$ cat config.mk
export PLATFORM = sky130hd
export DESIGN_NAME = pipeline_ctrl
export DESIGN_NICKNAME = d
export VERILOG_FILES = /design/src/rtl/pipeline_ctrl.sv
export SDC_FILE = /design/constraint.sdc
export NUM_CORES = 1
export LEC_CHECK = 0
export BUFFER_PORTS_ARGS = -buffer_cell sky130_fd_sc_hd__buf_4
export CORE_MARGIN = 3
export CORE_UTILIZATION = 43
export CTS_CLUSTER_DIAMETER = 30
export CTS_CLUSTER_SIZE = 20
export DETAILED_ROUTE_END_ITERATION = 6
export GPL_TIMING_DRIVEN = 0
export PLACE_DENSITY_LB_ADDON = 0.08
export REMOVE_ABC_BUFFERS = 1
export SKIP_LAST_GASP = 1
export SYNTH_ARGS = -nofsm -noshare
export SYNTH_HDL_FRONTEND = slang
export SYNTH_SLANG_ARGS = --single-unit
$ cat constraint.sdc
create_clock -name clk -period 3.8 [get_ports clk]
set_clock_uncertainty 0.15 [all_clocks]
set_input_delay 0.19 -clock clk [delete_from_list [all_inputs] [get_ports clk]]
set_output_delay 0.19 -clock clk [all_outputs]
set_load 0.05 [all_outputs]
$ cat src/rtl/pipeline_ctrl.sv
// Five-stage pipeline controller: load-use stall, MEM redirect flush and halt/drain FSM.
// Define PIPELINE_CTRL_PERF_CNT_EN to build the saturating stall/flush performance counters.
module pipeline_ctrl #(
    parameter int DRAIN_CYCLES = 4,
    parameter int CNT_W        = 16
) (
    input  logic             clk,
    input  logic             arst_n,
    input  logic             enable,
    input  logic             halt_req,
    input  logic [4:0]       id_rs,
    input  logic [4:0]       id_rt,
    input  logic             id_uses_rt,
    input  logic             exe_mem_read,
    input  logic [4:0]       exe_waddr,
    input  logic             mem_redirect,
    output logic [4:0]       stage_en,
    output logic             bubble,
    output logic             flush,
    output logic [1:0]       state,
    output logic             done,
    output logic [CNT_W-1:0] stall_cnt,
    output logic [CNT_W-1:0] flush_cnt
);

    typedef enum logic [1:0] {
        IDLE  = 2'b00,
        RUN   = 2'b01,
        DRAIN = 2'b10,
        DONE  = 2'b11
    } state_t;

    localparam logic [3:0] DRAIN_LOAD = 4'(DRAIN_CYCLES - 1);

    state_t     state_r;
    logic [3:0] drain_cnt_r;
    logic       hazard_s;
    logic [4:0] stage_en_s;
    logic       bubble_s;
    logic       flush_s;
    logic       done_s;

    // Load-use hazard between the EXE load and the ID operands; r0 never hazards.
    always_comb begin
        hazard_s = exe_mem_read && (exe_waddr != 5'd0) &&
                   ((exe_waddr == id_rs) || (id_uses_rt && (exe_waddr == id_rt)));
    end

    // Stage controls decoded from the current state; reset and freeze force everything idle.
    always_comb begin
        stage_en_s = 5'b00000;
        bubble_s   = 1'b0;
        flush_s    = 1'b0;
        done_s     = 1'b0;
        if (!arst_n || !enable) begin
            stage_en_s = 5'b00000;
        end else begin
            case (state_r)
                IDLE: stage_en_s = 5'b00000;
                RUN: begin
                    if (mem_redirect) begin
                        stage_en_s = 5'b11111;
                        flush_s    = 1'b1;
                    end else if (hazard_s) begin
                        stage_en_s = 5'b00111;
                        bubble_s   = 1'b1;
                    end else begin
                        stage_en_s = 5'b11111;
                    end
                end
                DRAIN: begin
                    // A redirect still has to squash wrong-path work while draining.
                    if (mem_redirect) begin
                        stage_en_s = 5'b11111;
                        flush_s    = 1'b1;
                    end else begin
                        stage_en_s = 5'b01111;
                        bubble_s   = 1'b1;
                    end
                end
                DONE:    done_s     = 1'b1;
                default: stage_en_s = 5'b00000;
            endcase
        end
    end

    // Halt/drain FSM; a frozen cycle holds both state and drain counter.
    always_ff @(posedge clk) begin
        if (!arst_n) begin
            state_r     <= IDLE;
            drain_cnt_r <= 4'd0;
        end else if (enable) begin
            case (state_r)
                IDLE: begin
                    if (!halt_req) state_r <= RUN;
                end
                RUN: begin
                    if (halt_req) begin
                        state_r     <= DRAIN;
                        drain_cnt_r <= DRAIN_LOAD;
                    end
                end
                DRAIN: begin
                    if (drain_cnt_r == 4'd0) begin
                        state_r <= DONE;
                    end else begin
                        drain_cnt_r <= drain_cnt_r - 4'd1;
                    end
                end
                DONE:    state_r <= IDLE;
                default: state_r <= IDLE;
            endcase
        end
    end

`ifdef PIPELINE_CTRL_PERF_CNT_EN
    logic [CNT_W-1:0] stall_cnt_r;
    logic [CNT_W-1:0] flush_cnt_r;

    // Saturating event counters; drain bubbles are not load-use stalls.
    always_ff @(posedge clk) begin
        if (!arst_n) begin
            stall_cnt_r <= {CNT_W{1'b0}};
            flush_cnt_r <= {CNT_W{1'b0}};
        end else begin
            if (bubble_s && (state_r == RUN) && (stall_cnt_r != {CNT_W{1'b1}})) begin
                stall_cnt_r <= stall_cnt_r + CNT_W'(1);
            end
            if (flush_s && (flush_cnt_r != {CNT_W{1'b1}})) begin
                flush_cnt_r <= flush_cnt_r + CNT_W'(1);
            end
        end
    end

    assign stall_cnt = stall_cnt_r;
    assign flush_cnt = flush_cnt_r;
`else
    assign stall_cnt = {CNT_W{1'b0}};
    assign flush_cnt = {CNT_W{1'b0}};
`endif

    assign stage_en = stage_en_s;
    assign bubble   = bubble_s;
    assign flush    = flush_s;
    assign done     = done_s;
    assign state    = state_r;

endmodule

==> impl_metrics.ini <==
[floorplanning]
rows = 15
initial_utilization_pct = 47.5
die_area_um2 = 2560
coreArea_um2 = 1800
die_h_um = 50.6
io_pins = 64
die_w_um = 50.6

[layout]
syn2layout_area_growth_pct = 17.3
mostFrequentLayoutCell = conb_1
final_cell_area_um2 = 1000
fin_nets = 170
final_layout_size_suffix_gt1_share_pct = 25.2
antenna_cells = 0
final_cell_mix = conb_1, buf_4, xnor2_1
fillers = 181

[clock_network]
clk_pin_slew_worst_paths_ns = 0.04
post_cts_buffers = 0
ctsResizeCount = 0
cts_tree = done
cts_made_buffers = 3
clk_path_buf_depth = 2
root_buffer = clkbuf_4
htree_levels = 1
cts_hold_buf = 0
clock_latency_ns = 0.25
cts.sinks = 6

[setup_path]
crit_chain = inv_1 -> ha_1 -> nand3_1 -> inv_1 -> and3_1 -> a32o_1 -> buf_4
cpPeakStageDelay_ns = 0.39
worst_setup_path_start_kind = flip-flop
path_max_fanout = 6
crit_type = flip-flop to output port
end_kind = output port
arrival_ns = 1.87
worstPathRequired_ns = 3.46
cp_top_family = buffers and inverters
path_buf_inv = 3
crit_top_cell = inv_1
cpMaxStageDelayCell = dfxtp_1

[global_routing]
grt.met2_usage_pct = 24.8
grt_pass1_wl_um = 2610
grt_pass1_vias = 641
grt_remaining_overflow = 0
met3_usage_pct = 4.15
grt_busiest_layer = met2
track_usage_pct = 13.1
antenna_found_initial = 0
grtUsageMet1_pct = 14.0
grt_max_degree = 9

[synth]
synth_enable_flop_cells = 0
ys.flop_type = dfxtp_1
synth-seq-cells = 6
async_flop_share_pct = 0
postSynthCellCount = 108
avgSynthCellArea_um2 = 7.92
yosysWarnings = 0
netlist-cell-type-count = 32
syn_area_um2 = 856
ys_seq_area_share_pct = 14.0

[status]
status = finished clean

[timing]
finalSetupViolCount = 0
hold_violations = 0
rsz0062_at_grt = false
whs_ns = 0.0692
setup_tns_ns = 0
setup_slack_ns = 1.59
fmax_mhz = 453
drv_slew = 0
period_needed_ns = 2.21
layout_worst_path_cycle_share_pct = 58.1

[route]
ant_nets = 0
drtIter0Drc = 10
wl_per_cell_um = 10.5
drc = 0
drt-total-wl_um = 1730
vias = 746
via_per_inst = 4.55
dr.pass1.iters = 4

[power_and_ir_drop]
power_frac_comb_pct = 56.0
ir_worst_vdd_uv = 219
swShare_pct = 50.3
p_total_uw = 297
p_leak_uw = 0.000540
sequentialPowerShare_pct = 24.3
power.switching_uw = 149
power.density_nw_per_um2 = 296
power.share.clock_pct = 19.7
power.internal_uw = 147

[min_path]
hp-class = input port to flip-flop

[run]
maxCapViolations = 0

[placement]
place.port_buffers = 31
placed_cell_area_um2 = 981
place_congestion = 0.691
dp_hpwl_um = 1480
pre_cts_ws_ns = 1.75
[sequential cells by signal (all words and copies together) (netlist names)]
| register | cells |
|---|---|
| drain_cnt_r | 4 |
| state | 2 |
[logic make-up (layout without fill, tap and decap cells)]
| family | count (synthesis) | in the layout | share of synthesized area (%) |
|---|---|---|---|
| fa+ha+maj | 7 | 7 | 10.2 |
| compound gates | 15 | 15 | 13.9 |
| mux | 1 | 1 | 1.17 |
| simple gates | 25 | 25 | 16.2 |
| flops | 6 | 6 | 14.0 |
| other cells | 1 | 32 | 0.438 |
| xor+xnor | 10 | 10 | 10.2 |
| buf+inv | 43 | 43 | 33.8 |
[routing by layer]
layer / vias up / share of wire (%)
met5: - / 0
met1: 330 / 36
met2: 51 / 51
met4: 0 / 0
met3: 0 / 13
li1: 365 / -
[worst paths after layout]
path / start / endpoint / slack (ns) / cells past startpoint
min: arst_n / state[0]$_SDFFE_PN0P_ / 0.07 / 2
max: state[0]$_SDFFE_PN0P_ / bubble / 1.59 / 7
min reg2reg: drain_cnt_r[0]$_SDFFE_PN0P_ / drain_cnt_r[0]$_SDFFE_PN0P_ / 0.35 / 1
max reg2reg: state[0]$_SDFFE_PN0P_ / drain_cnt_r[3]$_SDFFE_PN0P_ / 1.75 / 6
[power groups by stage]
stage	registers [uW]	logic [uW]	clock network (uW)
finish	72.1	166	58.4
global placement	73.1	164	0
detailed placement	73.4	165	0
global route	72.9	177	63.2
CTS	72.3	166	60.3
floorplan	79.1	122	0
[cell usage after synthesis (2+ instances only)]
master | n | area share [%]
or3_1 | 2 | 1.5
buf_4 | 34 | 30
o211ai_1 | 2 | 1.8
inv_1 | 9 | 3.9
ha_1 | 7 | 10
xnor2_1 | 10 | 10
and3_1 | 2 | 1.5
nor2_1 | 4 | 1.8
nand3_1 | 2 | 1.2
dfxtp_1 | 6 | 14
a211oi_1 | 2 | 1.8
o311a_1 | 2 | 2.3
nand2_1 | 7 | 3.1
[cell type report]
class / instances / area, um2 / share of cell area, %
clock buffer: 3 / 22.5 / 2.24
inverter: 9 / 33.8 / 3.37
multi-input combinational: 90 / 563 / 56.1
sequential: 6 / 120 / 12.0
tap: 25 / 31.3 / 3.12
timing repair buffer: 31 / 233 / 23.2
[through the flow]
step / instances / utilization, %
floorplan: 105 / -
CTS: 164 / 55.7
finish: 164 / 55.7
global placement: 161 / 54.4
detailed placement: 161 / 54.4
global route: 164 / 55.7
Note: power is estimated with default switching activity, not from simulation.
